`src/rtl/uart_tx_engine_if.sv`:
```
// FIFO-side handshake of the UART transmit engine: empty flag, read data and pop strobe.
// The engine takes the master modport, the tx FIFO the slave modport.
interface uart_tx_engine_if #(
    parameter int DATA_MAX = 9
);
    logic                p_FiFoEmpty_i;
    logic [DATA_MAX-1:0] FiFoData_i;
    logic                p_FiFoRead_o;

    modport master (input p_FiFoEmpty_i, input FiFoData_i, output p_FiFoRead_o);
    modport slave  (output p_FiFoEmpty_i, output FiFoData_i, input p_FiFoRead_o);
endinterface

```
`src/rtl/uart_tx_engine.sv`:
```
// Parametrised UART transmitter: runtime data length, parity, stop length and inter-frame gap.
// Define UART_TX_TMR_EN to triplicate state, counters and shift register behind 2-of-3 voters.
module uart_tx_engine #(
    parameter int DATA_MAX = 9,
    parameter int GAP_BITS = 0
) (
    input  logic              clk,
    input  logic              rst,
    uart_tx_engine_if.master  fifo,
    input  logic              p_HalfBaudSig_i,
    input  logic              Enable_i,
    input  logic [3:0]        DataBits_i,
    input  logic [2:0]        ParityMode_i,
    input  logic [1:0]        StopBits_i,
    output logic              Tx_o,
    output logic [5:0]        State_o,
    output logic [3:0]        BitCounter_o,
    output logic              Busy_o,
    output logic              p_ByteDone_o
);

    typedef enum logic [5:0] {
        INTERVAL  = 6'b00_0001,
        LOAD      = 6'b00_0010,
        STARTBIT  = 6'b00_0100,
        DATABITS  = 6'b00_1000,
        PARITYBIT = 6'b01_0000,
        STOPBIT   = 6'b10_0000
    } state_t;

    // Everything that is triplicated under TMR lives in one packed word so a single voter covers it.
    typedef struct packed {
        logic [5:0]          state;
        logic [1:0]          tick;
        logic [3:0]          bits;
        logic [4:0]          gap;
        logic [DATA_MAX-1:0] shift;
    } core_t;

    localparam logic [4:0] GAP_TICKS = 5'(2 * GAP_BITS);
    localparam logic [3:0] LEN_MAX   = 4'(DATA_MAX);
    localparam core_t      CORE_RST  = '{state: INTERVAL, tick: '0, bits: '0, gap: '0, shift: '0};

    core_t      cur, nxt;
    logic [3:0] len_q, len_d, len_in;
    logic [2:0] mode_q, mode_d;
    logic [1:0] stop_q, stop_d, stop_last;
    logic       par_q, par_d, par_en, par_bit;
    logic       tx_q, tx_d;
    logic       fifo_rd, done;

    always_comb begin
        // NOTE: every combinationally written signal gets a default first so no latch is inferred.
        len_in = DataBits_i;
        if (DataBits_i < 4'd5)
            len_in = 4'd5;
        else if (DataBits_i > LEN_MAX)
            len_in = LEN_MAX;
    end

    assign par_en = (mode_q >= 3'd1) && (mode_q <= 3'd4);

    always_comb begin
        unique case (stop_q)
            2'b00:   stop_last = 2'd1;
            2'b01:   stop_last = 2'd2;
            default: stop_last = 2'd3;
        endcase
    end

    always_comb begin
        nxt     = cur;
        len_d   = len_q;
        mode_d  = mode_q;
        stop_d  = stop_q;
        par_d   = par_q;
        fifo_rd = 1'b0;
        done    = 1'b0;
        case (cur.state)
            INTERVAL: begin
                nxt.tick = '0;
                nxt.bits = '0;
                if (p_HalfBaudSig_i && cur.gap < GAP_TICKS)
                    nxt.gap = cur.gap + 5'd1;
                if (p_HalfBaudSig_i && cur.gap >= GAP_TICKS && !fifo.p_FiFoEmpty_i && Enable_i) begin
                    fifo_rd   = 1'b1;
                    nxt.state = LOAD;
                end
            end
            LOAD: begin
                nxt.shift = fifo.FiFoData_i;
                nxt.tick  = '0;
                nxt.bits  = '0;
                len_d     = len_in;
                mode_d    = ParityMode_i;
                stop_d    = StopBits_i;
                par_d     = 1'b0;
                nxt.state = STARTBIT;
            end
            STARTBIT, PARITYBIT: begin
                if (p_HalfBaudSig_i) begin
                    nxt.tick = cur.tick + 2'd1;
                    if (cur.tick == 2'd1) begin
                        nxt.tick  = '0;
                        nxt.state = (cur.state == STARTBIT) ? DATABITS : STOPBIT;
                    end
                end
            end
            DATABITS: begin
                if (p_HalfBaudSig_i) begin
                    nxt.tick = cur.tick + 2'd1;
                    if (cur.tick == 2'd1) begin
                        nxt.tick  = '0;
                        nxt.shift = cur.shift >> 1;
                        nxt.bits  = cur.bits + 4'd1;
                        par_d     = par_q ^ cur.shift[0];
                        if (cur.bits + 4'd1 == len_q)
                            nxt.state = par_en ? PARITYBIT : STOPBIT;
                    end
                end
            end
            STOPBIT: begin
                if (p_HalfBaudSig_i) begin
                    nxt.tick = cur.tick + 2'd1;
                    if (cur.tick == stop_last) begin
                        done      = 1'b1;
                        nxt.tick  = '0;
                        nxt.bits  = '0;
                        nxt.gap   = '0;
                        nxt.state = INTERVAL;
                    end
                end
            end
            default: begin
                // Corrupted (non-one-hot) state: fall back to a clean idle line.
                nxt   = CORE_RST;
                par_d = 1'b0;
            end
        endcase

        unique case (mode_q)
            3'b001:  par_bit = ~par_d;
            3'b010:  par_bit = par_d;
            3'b011:  par_bit = 1'b1;
            default: par_bit = 1'b0;
        endcase

        // Line level is derived from the next state so the registered Tx_o lines up with State_o.
        case (nxt.state)
            STARTBIT:  tx_d = 1'b0;
            DATABITS:  tx_d = nxt.shift[0];
            PARITYBIT: tx_d = par_bit;
            default:   tx_d = 1'b1;
        endcase
    end

`ifdef UART_TX_TMR_EN
    core_t core_r [3];

    assign cur = (core_r[0] & core_r[1]) | (core_r[0] & core_r[2]) | (core_r[1] & core_r[2]);

    always_ff @(posedge clk or posedge rst) begin
        for (int i = 0; i < 3; i++) begin
            if (rst)
                core_r[i] <= CORE_RST;
            else
                core_r[i] <= nxt;
        end
    end
`else
    core_t core_r;

    assign cur = core_r;

    always_ff @(posedge clk or posedge rst) begin
        // NOTE: sequential state uses non-blocking assignments so all registers update together.
        if (rst)
            core_r <= CORE_RST;
        else
            core_r <= nxt;
    end
`endif

    always_ff @(posedge clk or posedge rst) begin
        if (rst) begin
            len_q  <= '0;
            mode_q <= '0;
            stop_q <= '0;
            par_q  <= 1'b0;
            tx_q   <= 1'b1;
        end else begin
            len_q  <= len_d;
            mode_q <= mode_d;
            stop_q <= stop_d;
            par_q  <= par_d;
            tx_q   <= tx_d;
        end
    end

    assign Tx_o              = tx_q;
    assign State_o           = cur.state;
    assign BitCounter_o      = cur.bits;
    assign Busy_o            = (cur.state != INTERVAL);
    assign p_ByteDone_o      = done;
    assign fifo.p_FiFoRead_o = fifo_rd;

endmodule

```
`src/flat_wrapper.sv`:
```
// flat-port wrapper written by rule: the top's interface ports become plain ports
module uart_tx_engine_flat 
#(
    parameter int DATA_MAX = 9,
    parameter int GAP_BITS = 0
)
  (clk, rst, p_HalfBaudSig_i, Enable_i, DataBits_i, ParityMode_i, StopBits_i, Tx_o, State_o, BitCounter_o, Busy_o, p_ByteDone_o, fifo_p_FiFoEmpty_i, fifo_FiFoData_i, fifo_p_FiFoRead_o);
  uart_tx_engine_if #(.DATA_MAX(DATA_MAX)) fifo_i ();
  input  logic clk;
  input  logic rst;
  input  logic p_HalfBaudSig_i;
  input  logic Enable_i;
  input  logic [3:0] DataBits_i;
  input  logic [2:0] ParityMode_i;
  input  logic [1:0] StopBits_i;
  output logic Tx_o;
  output logic [5:0] State_o;
  output logic [3:0] BitCounter_o;
  output logic Busy_o;
  output logic p_ByteDone_o;
  input wire logic [$bits(fifo_i.p_FiFoEmpty_i)-1:0] fifo_p_FiFoEmpty_i;
  input wire logic [$bits(fifo_i.FiFoData_i)-1:0] fifo_FiFoData_i;
  output wire logic [$bits(fifo_i.p_FiFoRead_o)-1:0] fifo_p_FiFoRead_o;
  assign fifo_i.p_FiFoEmpty_i = fifo_p_FiFoEmpty_i;
  assign fifo_i.FiFoData_i = fifo_FiFoData_i;
  assign fifo_p_FiFoRead_o = fifo_i.p_FiFoRead_o;
  uart_tx_engine #(.DATA_MAX(DATA_MAX), .GAP_BITS(GAP_BITS)) u_core (.clk(clk), .rst(rst), .fifo(fifo_i), .p_HalfBaudSig_i(p_HalfBaudSig_i), .Enable_i(Enable_i), .DataBits_i(DataBits_i), .ParityMode_i(ParityMode_i), .StopBits_i(StopBits_i), .Tx_o(Tx_o), .State_o(State_o), .BitCounter_o(BitCounter_o), .Busy_o(Busy_o), .p_ByteDone_o(p_ByteDone_o));
endmodule
```
`config.mk`:
```
export PLATFORM = sky130hd
export DESIGN_NAME = uart_tx_engine_flat
export DESIGN_NICKNAME = d
export VERILOG_FILES = /design/src/rtl/uart_tx_engine_if.sv /design/src/rtl/uart_tx_engine.sv /design/src/flat_wrapper.sv
export SDC_FILE = /design/constraint.sdc
export NUM_CORES = 1
export LEC_CHECK = 0
export ABC_CLOCK_PERIOD_IN_PS = 1750
export CAP_MARGIN = 20
export CORE_ASPECT_RATIO = 0.5
export CORE_MARGIN = 2
export CORE_UTILIZATION = 25
export DETAILED_ROUTE_END_ITERATION = 10
export GPL_TIMING_DRIVEN = 0
export PLACE_DENSITY = 0.51
export SYNTH_ARGS = -nofsm -noshare
export SYNTH_HDL_FRONTEND = slang
export SYNTH_SLANG_ARGS = --single-unit
```
`constraint.sdc`:
```
create_clock -name clk -period 1.75 [get_ports clk]
set_input_delay 0.35 -clock clk [delete_from_list [all_inputs] [get_ports clk]]
set_output_delay 0.35 -clock clk [all_outputs]
set_load 0.02 [all_outputs]
```
==> impl_summary.log <==
INFO  metric fp.dieW = about 130 um
INFO  metric postSynthRegisterBits = 32
INFO  metric cts-buffers-inserted = 5
INFO  metric yosys.area.top_type_share = 0.3814
INFO  metric port-buffer-count = 35
INFO  metric initialDrtViolationCount = between 100 and 150
INFO  metric startpoint_type = flip-flop
INFO  metric drtAntennaViolNets = 0
INFO  metric setup_crit_end_kind = flip-flop
INFO  metric timing.final.crit_period = ~2.0 ns
INFO  metric crit_arrival = 2.21 ns
INFO  metric critical_path.max_fanout = 6
INFO  metric cp-endpoint = u_core.Tx_o
INFO  metric rows = 22
INFO  metric timing_hold_violations_final = 0
INFO  metric synth_enable_flop_cells = 0
INFO  metric crit_required = 1.94 ns
INFO  metric setup.worst_path.start = u_core.State_o[0]
INFO  metric power_leakage = around 1.6 nW
INFO  metric via_per_inst = about 4.6
INFO  metric dp_worst_setup_slack = -0.5098 ns
INFO  metric fin_tns_setup = -3.656 ns
INFO  metric synth_largest_area_cell = dfrtp_1
INFO  metric drt-pass1-iter-count = 4
INFO  metric synth_top_cells_by_area = dfrtp_1, nand2_1, buf_4
INFO  metric seq_area_frac_synth = 0.4081
INFO  metric hpwlAfterDp = roughly 3400 um
INFO  metric synthArstFlopShare = 1.000
INFO  metric critical-path-top-cell-by-count = buf_6
INFO  metric grt_max_degree = 23
INFO  metric drt_wl_total = 5422 um
INFO  metric htree_num_levels = 2
INFO  metric worst_r2r_startpoint = u_core.State_o[0]
INFO  metric skew = about 0.0064 ns
INFO  metric clock_tree.buffer_depth = 2
INFO  metric vias = 1,796
INFO  metric initial_utilization = 0.2629
INFO  metric cts.sinks = 32
INFO  metric hold_class = input pin to flip-flop
INFO  metric worst_r2r_endpoint = u_core.Tx_o
INFO  metric chipHeight = between 60 and 70 um
INFO  metric violations = negative setup slack
INFO  metric critical_path_buf_inv_count = 4
INFO  metric ioPinCount = 37
INFO  metric largest_stage_delay_on_the_critical_path = roughly 0.37 ns
INFO  metric synth_common_cells = nand2_1, dfrtp_1, buf_4, inv_1, nor2_1
INFO  metric grt_pass1_wl = 8231 um
INFO  metric antenna-diode-count = 0
INFO  metric worstMarginPinSlew = about 0.53 ns
INFO  metric timing.critical_path.max_delay_family = buffers and inverters
INFO  metric clock_tree.root_cell = clkbuf_16
INFO  metric yosysMostFrequentCell = nand2_1
INFO  metric netlist_instances = about 200
INFO  metric path_cells = buf_8, buf_6, nor4_4, buf_4, nand3b_4, buf_6, nor2_4, a22oi_4, a221oi_2
INFO  metric mappedNetlistNets = between 200 and 250
INFO  metric cts_tree = built
INFO  metric clock.fmax = 494.4 MHz
INFO  metric routability_driven_placement_congestion_ratio = approximately 0.81
INFO  metric die_footprint = between 0.008 and 0.009 mm^2
INFO  metric synth_ff_type = dfrtp_1
INFO  metric worst_setup_margin = -0.2728 ns
INFO  metric track_usage = 0.1247
INFO  metric timing_max_transition_violations_final = 0
INFO  metric post_synth_instance_area = between 0.0015 and 0.002 mm^2
INFO  metric hold_buffers = 0
INFO  metric clock_transition_at_the_registers_of_the_reported_paths = 0.05 ns
INFO  metric final_layout_size_suffix_gt1_frac = 0.4664
INFO  metric finalSetupViolations = 25
INFO  metric synth_area_per_cell = 9.991 um^2
INFO  metric crit_path_top_delay_cell = dfstp_2
INFO  metric maxSlewHeadroom = 0.6437
INFO  metric worst-r2r-cell-count = 9
INFO  metric areaGrowthSynthToFinish = 66.12%
INFO  metric grt_setup_unrepaired = true
INFO  metric status = complete, but fails checks
INFO  metric wl_per_cell = between 10 and 15 um
INFO  metric crit_cells = 9
INFO  metric max-vdd-ir-drop = between 0.0002 and 0.0003 V
INFO  metric finish.net_count = roughly 310
INFO  metric coreArea = ~0.0075 mm^2
INFO  metric period_utilisation_layout = 1.156
INFO  metric netlist-cell-type-count = 54
INFO  metric worstSetupPathType = flip-flop to flip-flop
INFO  metric via_count_of_the_first_global_routing_pass = 1,759
INFO  metric total_number_of_yosys_warnings = 0
INFO  metric worst-r2r-setup-slack = -0.27 ns
INFO  metric drt_drc_violations_left = 0
INFO  metric power_per_cell_area = around 700 mW/mm^2
INFO  metric antenna_found_initial = 0
INFO  metric max-cap-violations = 0
INFO  metric grt.overflow.total = 0
INFO  metric worstSkewPairLatency = 0.28 ns
==> worst reg2reg max path: cells and delay by family (launching register included) <==
family	cells	cell delay (ns)
buffers and inverters	4	0.60
AO/OA/AOI/OAI	2	0.39
AND/OR/NAND/NOR	3	0.57
flip-flops	1	0.37
==> through the flow <==
stage,cell area [um^2],power [mW],hold WS [ns],utilization,instances
final,3269,2.287,0.3176,0.4367,391
after global routing,3269,2.379,0.3255,0.4367,391
after CTS,2927,2.270,0.3188,0.3909,371
after detailed placement,2514,1.153,0.4803,0.3357,341
after global placement,2486,1.136,0.4734,0.3321,340
after floorplan,2001,1.039,0.4357,-,197
==> cell type report <==
class	instances	area, um^2
fillers	710	4218
multi-input cells	135	1167
flip-flops and latches	32	809.5
repair buffers	79	753.2
plain buffers	19	183.9
clock buffers	7	152.6
well taps	108	135.1
inverters	10	37.54
clock inverters	1	30.03
==> cell usage in the layout, fill, tap and decap left out, types with 2 or more instances in the layout <==
| cell | synthesis | layout |
|---|---|---|
| and3_1 | 2 | 2 |
| nand3b_1 | 3 | 3 |
| buf_8 | 0 | 2 |
| nor4_2 | 2 | 2 |
| a21oi_1 | 4 | 2 |
| buf_4 | 11 | 44 |
| a22o_1 | 2 | 2 |
| and3b_2 | 1 | 2 |
| o21ai_0 | 6 | 3 |
| xor2_2 | 0 | 2 |
| nand2_2 | 2 | 3 |
| o21ai_1 | 4 | 5 |
| dlygate4sd2_1 | 0 | 7 |
| nor2_2 | 1 | 4 |
| dfrtp_2 | 0 | 5 |
| nor3_1 | 5 | 2 |
| o21ai_2 | 1 | 3 |
| nor3_4 | 0 | 2 |
| xor2_1 | 5 | 3 |
| a222oi_1 | 7 | 7 |
| nand2_1 | 34 | 32 |
| dfstp_2 | 2 | 2 |
| clkbuf_8 | 0 | 2 |
| clkdlybuf4s50_1 | 0 | 21 |
| nor3_2 | 1 | 2 |
| nand3_1 | 6 | 4 |
| nor2_1 | 9 | 6 |
| clkbuf_16 | 0 | 6 |
| nand3_2 | 1 | 2 |
| buf_6 | 7 | 18 |
| dfrtp_1 | 30 | 25 |
| dlymetal6s2s_1 | 0 | 2 |
| xnor2_1 | 4 | 4 |
| inv_1 | 10 | 10 |
| o31ai_1 | 2 | 2 |
| nor4_4 | 1 | 3 |
==> per-layer routing <==
metal  share of wire  vias up  routed length, um  track usage
met2            0.47       35               2537       0.2033
met5               0        -                  0            0
li1                -      865                  -            -
met1            0.47      888               2574       0.1594
met3           0.044        8                240      0.03052
met4           0.013        0                 70      0.05242
==> flip-flops by register name, summed over array words and instances (netlist names) <==
signal,flops
u_core.len_q,4
u_core.State_o,6
u_core.core_r,11
u_core.Tx_o,1
u_core.BitCounter_o,4
u_core.stop_q,2
u_core.par_q,1
u_core.mode_q,3
==> how the worst min path moves through the flow <==
stage                             startpoint                 to  slack, ns  cells after the start
after floorplan           fifo_p_FiFoEmpty_i  u_core.State_o[1]       0.44                      1
final                        p_HalfBaudSig_i  u_core.core_r[19]       0.32                      2
after CTS                    p_HalfBaudSig_i  u_core.core_r[19]       0.32                      2
after global placement      u_core.core_r[2]   u_core.core_r[2]       0.47                      2
after detailed placement    u_core.core_r[4]   u_core.core_r[4]       0.48                      2
after global routing         p_HalfBaudSig_i  u_core.core_r[19]       0.33                      2
==> report_power, final <==
group          switching, mW  total (mW)  leakage, nW  internal [mW]
Combinational          0.162       0.359         1.06          0.197
Sequential            0.0558       0.862        0.406          0.806
Clock                  0.317        1.07       0.0901          0.749
Total                  0.535        2.29         1.56           1.75
==> what timing repair did <==
item	in CTS	in global routing
cloned	1	3
resized for setup	45	44
pin swaps	13	25
endpoints found under the setup margin	35	29
setup buffers	21	19
==> cells by family after synthesis <==
group | share of synthesized area
and+or+nand+nor | 0.2428
AOI/OAI and AO/OA | 0.1608
DFF | 0.4081
buffers and inverters | 0.1062
xor gates and xnor gates | 0.05149
adders and majority gates | 0.01907
muxes | 0.01144
Note: power is estimated with default switching activity, not from simulation.
